[config.mk]
export PLATFORM = sky130hd
export DESIGN_NAME = serial_adder_decod
export DESIGN_NICKNAME = d
export VERILOG_FILES = /design/src/rtl/serial_adder_decod.sv
export SDC_FILE = /design/constraint.sdc
export NUM_CORES = 1
export LEC_CHECK = 0
export BUFFER_PORTS_ARGS = -buffer_cell sky130_fd_sc_hd__buf_4
export CAP_MARGIN = 20
export CORE_UTILIZATION = 25
export CTS_CLUSTER_SIZE = 16
export DETAILED_ROUTE_END_ITERATION = 10
export PLACE_DENSITY = 0.41
export SKIP_CTS_REPAIR_TIMING = 1
export SYNTH_ARGS = -nofsm -noshare
export SYNTH_HDL_FRONTEND = slang
export SYNTH_SLANG_ARGS = --single-unit
[constraint.sdc]
create_clock -name clk -period 2.8 [get_ports clk]
set_input_delay 0 -clock clk [delete_from_list [all_inputs] [get_ports clk]]
set_output_delay 0 -clock clk [all_outputs]
set_load 0.02 [all_outputs]
[src/rtl/serial_adder_decod.sv]
// Sequential WIDTH-bit adder: BITS_PER_CYCLE decoder full-adder cells per clock, registered carry chain.
// Optional macro SERIAL_ADD_SUB_EN adds a subtract mode (a + ~b + 1) selected by sub at capture.
module serial_adder_decod #(
   parameter int WIDTH          = 8,
   parameter int BITS_PER_CYCLE = 1
) (
   input  logic             clk,
   input  logic             rst_n,
   input  logic             start,
   input  logic [WIDTH-1:0] a,
   input  logic [WIDTH-1:0] b,
   input  logic             cin,
   input  logic             sub,
   output logic             busy,
   output logic             done,
   output logic [WIDTH-1:0] sum,
   output logic             cout,
   output logic             overflow
);

   localparam int N     = WIDTH / BITS_PER_CYCLE;
   localparam int CNT_W = (N > 1) ? $clog2(N) : 1;
   localparam logic [CNT_W-1:0] LAST = CNT_W'(N - 1);

   typedef enum logic [1:0] {S_IDLE, S_RUN, S_DONE} state_t;

   state_t                    r_state;
   logic [WIDTH-1:0]          r_a;
   logic [WIDTH-1:0]          r_b;
   logic                      r_carry;
   logic [WIDTH-1:0]          r_sh;
   logic [CNT_W-1:0]          r_cnt;

   logic [WIDTH-1:0]          w_b_eff;
   logic                      w_cin_eff;
   logic [BITS_PER_CYCLE:0]   w_c;
   logic [BITS_PER_CYCLE-1:0] w_s;
   logic [WIDTH-1:0]          w_sh_next;

   // Full adder as 3-to-8 minterm decode; returns {carry, sum}
   function automatic logic [1:0] dec_fa(input logic ia, input logic ib, input logic ic);
      logic [7:0] m;
      m = 8'b1 << {ia, ib, ic};
      return {m[3] | m[5] | m[6] | m[7], m[1] | m[2] | m[4] | m[7]};
   endfunction

`ifdef SERIAL_ADD_SUB_EN
   assign w_b_eff   = sub ? ~b : b;
   assign w_cin_eff = sub | cin;
`else
   logic w_unused_sub;
   assign w_unused_sub = sub;
   assign w_b_eff      = b;
   assign w_cin_eff    = cin;
`endif

   always_comb begin
      w_c    = '0;
      w_s    = '0;
      w_c[0] = r_carry;
      for (int i = 0; i < BITS_PER_CYCLE; i++) begin
         {w_c[i+1], w_s[i]} = dec_fa(r_a[i], r_b[i], w_c[i]);
      end
      // Result bits enter at the top so the LSB slice ends up at bit 0 after N shifts
      w_sh_next = r_sh >> BITS_PER_CYCLE;
      w_sh_next[WIDTH-1 -: BITS_PER_CYCLE] = w_s;
   end

   always_ff @(posedge clk or negedge rst_n) begin
      if (!rst_n) begin
         r_state  <= S_IDLE;
         r_a      <= '0;
         r_b      <= '0;
         r_carry  <= 1'b0;
         r_sh     <= '0;
         r_cnt    <= '0;
         busy     <= 1'b0;
         done     <= 1'b0;
         sum      <= '0;
         cout     <= 1'b0;
         overflow <= 1'b0;
      end else begin
         done <= 1'b0;
         case (r_state)
            S_IDLE, S_DONE: begin
               if (start) begin
                  r_a     <= a;
                  r_b     <= w_b_eff;
                  r_carry <= w_cin_eff;
                  r_sh    <= '0;
                  r_cnt   <= '0;
                  busy    <= 1'b1;
                  r_state <= S_RUN;
               end else begin
                  r_state <= S_IDLE;
               end
            end
            S_RUN: begin
               r_a     <= r_a >> BITS_PER_CYCLE;
               r_b     <= r_b >> BITS_PER_CYCLE;
               r_carry <= w_c[BITS_PER_CYCLE];
               r_sh    <= w_sh_next;
               r_cnt   <= r_cnt + 1'b1;
               // Last slice holds the MSB cell: its carry-in is w_c[BITS_PER_CYCLE-1]
               if (r_cnt == LAST) begin
                  busy     <= 1'b0;
                  done     <= 1'b1;
                  sum      <= w_sh_next;
                  cout     <= w_c[BITS_PER_CYCLE];
                  overflow <= w_c[BITS_PER_CYCLE] ^ w_c[BITS_PER_CYCLE-1];
                  r_state  <= S_DONE;
               end
            end
            default: r_state <= S_IDLE;
         endcase
      end
   end

endmodule
==> impl_results.md <==
* DRC viols at 0
* Synth top area share at 51.0%
* Cell taking the most area after synthesis: dfrtp_1
* Io pins at 33
* Chip width at 91.7 µm
* CP startpoint kind: flip-flop
* Fillers at 805
* Net count, final at 216
* Clock root cell: clkbuf_8
* FP Rows at 32
* TritonCTS clock tree: yes
* Core Box Area at 0.00777 mm²
* Power, Total at 2.60 mW
* Detailed Place HPWL at 2590 µm
* Total track usage at 10.1%
* CP Data Arrival Time at 1790 ps
* Grt total ovfl at 0
* Crit path time final at 1610 ps
* Pre-CTS WS at 1200 ps
* Routed wire per std cell at 13.2 µm
* H-Tree Depth at 2
* Pin count of the biggest net entering global routing at 42
* Synth cell types at 27
* Final hold violation count at 9
* Register area share after synthesis at 51.0%
* Endpoints failing setup at 0
* Most common cell in the netlist: dfrtp_1
* R2r endpoint: r_sh[1]$_DFFE_PN0P_
* Number of synthesized flops with an enable pin at 0
* Failing checks: hold timing
* VDD IR max at 265 µV
* Slew HR at 59.2%
* Area delta synth->final at 21.3%
* WHS Endpoint: r_a[7]$_DFFE_PN0P_
* Port bufs at 31
* Clock Skew at 8.58 ps
* Final cycle utilization of the critical path at 57.6%
* R2R setup slack at 1190 ps
* Sink Count at 41
* Post-synthesis mux area share at 18.4%
* Worst Setup End Kind: flip-flop
* Synth top cells by count: dfrtp_1, a21oi_1, mux2i_1, a211oi_1
* Adder-Cell Fraction of Synth Area at 2.24%
* Diodes inserted at 0
* Ys Warns at 0
* Post-Synthesis Cell Area at 0.00201 mm²
* Final ANT Viol Nets at 0
* Post-synthesis register bit count at 41
* RSZ-0062 raised after global routing: false
* Num CTS Buffers at 5
* Mean area per synthesized cell at 12.6 µm²
* Main combinational cell family by area after synthesis: multiplexers
* Initial antenna violation count at 0
* CP Max Fanout at 24
* CTS clk-pin slew, worst paths at 80 ps
* Syn_nets at 184
* Worst-Margin Slew at 612 ps
* Ys async rst share at 100%
* Status: finished, violations left
* DR pass1 iterations at 4
* Total number of vias at 1320
* Post-Synth XOR/XNOR Area at 0.871%
* Synth Flop Type: dfrtp_1
* Max Cap Violations at 0
* Setup ws final at 1190 ps
* Setup_tns at 0 ps
* Clock latency on the worst-skew pair at 290 ps
* Crit path kind: flip-flop to flip-flop
* Vias in the first global route at 1355
* CP required at 2980 ps
* Final max-slew violation count at 0
* Simple-Gate Fraction of Synth Area at 7.40%
* Max Freq at 0.620 GHz
* Max Root-Sink Buffers at 2
* Reg2reg path depth at 3
* Die ar. at 0.00841 mm²
* Minimum hold slack at -14.2 ps
* Placer Congestion at 0.707
* Via-to-Cell Ratio at 4.47
* Mapped Cells at 160
* HP Class: input port to flip-flop
* Initial Utilization at 25.9%
* Worst hold path depth at 3
* Compound-Gate Fraction of Synth Area at 14.5%
* Pwr dens at 1070 mW/mm²
* Synth top area cells: dfrtp_1, mux2_4, mux2i_1
* Share of layout cells above drive strength 1 at 31.6%
* Die height at 91.7 µm
* R2R Path Start: r_state[0]$_DFFE_PN0P_
* Hold_sp: a[7]
* Final WL at 3900 µm
* Leakage power at 1.11 nW
* DRT iter0 DRCs at 47
* Global-route wire length before repair at 6700 µm
[how the worst max path moves through the flow]
stage	startpoint	endpoint	slack, ps	cells after the start
floorplan	r_a[0]$_DFFE_PN0P_	r_sh[7]$_DFFE_PN0P_	1340	3
finish	r_state[0]$_DFFE_PN0P_	r_sh[1]$_DFFE_PN0P_	1190	3
CTS	r_state[0]$_DFFE_PN0P_	r_sh[1]$_DFFE_PN0P_	1180	3
global placement	r_state[0]$_DFFE_PN0P_	r_sh[6]$_DFFE_PN0P_	1220	3
global route	r_state[0]$_DFFE_PN0P_	r_cnt[1]$_DFFE_PN0P_	1060	3
detailed placement	r_state[0]$_DFFE_PN0P_	r_sh[1]$_DFFE_PN0P_	1200	3
[cell type report]
type	instances	area (µm²)	share of cell area (%)
inverters	6	22.5	0.923
clock buffers	7	86.3	3.54
flip-flops and latches	41	1030	42.0
repair buffers	36	275	11.3
multi-input cells	102	873	35.8
well taps	102	128	5.23
clock inverters	1	30.0	1.23
[critical path, stage by stage (launching register included)]
cell and delay, ps:
dfrtp_1 740, buf_4 390, nor2_4 120, a22o_1 250
[where the power goes]
part / internal (mW) / switching [mW] / total [mW]
Sequential: 0.858 / 0.226 / 1.08
Clock: 0.291 / 0.204 / 0.495
Combinational: 0.574 / 0.452 / 1.03
Total: 1.72 / 0.882 / 2.60
[cells in the final DEF, fill, tap and decap left out]
cell            n
and2b_1         2
bufinv_16       1
fa_1            1
nor2_4          1
xnor2_1         2
dlygate4sd3_1   2
mux2_4         10
nand3b_4        1
clkbuf_8        6
o22ai_1         3
a211oi_1       12
ha_1            2
nand3_1         2
clkbuf_1        1
mux2i_1        13
buf_4          34
a22o_1         10
and2_1          1
a21oi_1        15
o21ai_0         4
inv_1           6
nand2_1         3
dfrtp_1        41
nand2b_1        2
mux2_2          8
nor2b_1        10
[logic make-up after synthesis]
group | after synthesis
buffers and inverters | 17
multiplexers | 31
adder cells (fa/ha/maj) | 3
XOR/XNOR | 2
AND/OR/NAND/NOR | 22
AO/OA/AOI/OAI | 44
flip-flops | 41
[registers in the layout (all words and copies together), names as in the netlist]
signal    count
done          1
r_b           8
r_state       2
r_a           8
cout          1
sum           8
r_sh          7
r_carry       1
overflow      1
busy          1
r_cnt         3
[layer usage]
| layer | vias to the layer above | part of all wire (%) | routed length [µm] | global-route usage [%] |
|---|---|---|---|---|
| met4 | 0 | 0.92 | 36 | 3.13 |
| met1 | 648 | 48 | 1870 | 13.2 |
| met2 | 28 | 47 | 1830 | 16.0 |
| met3 | 5 | 4.3 | 168 | 2.99 |
| met5 | - | 0 | 0 | 0 |
| li1 | 639 | - | - | - |
[per-stage QoR]
stage / std cells / cell area (µm²) / hold slack, ps / util [%]
after floorplan: 160 / 2010 / -296 / -
after global placement: 285 / 2300 / 18.2 / 29.7
after detailed placement: 285 / 2300 / 29.0 / 29.7
after CTS: 293 / 2420 / -291 / 31.2
after global routing: 295 / 2440 / 0.926 / 31.4
final: 295 / 2440 / -14.2 / 31.4
No activity file was read; power rests on OpenSTA's default activity.
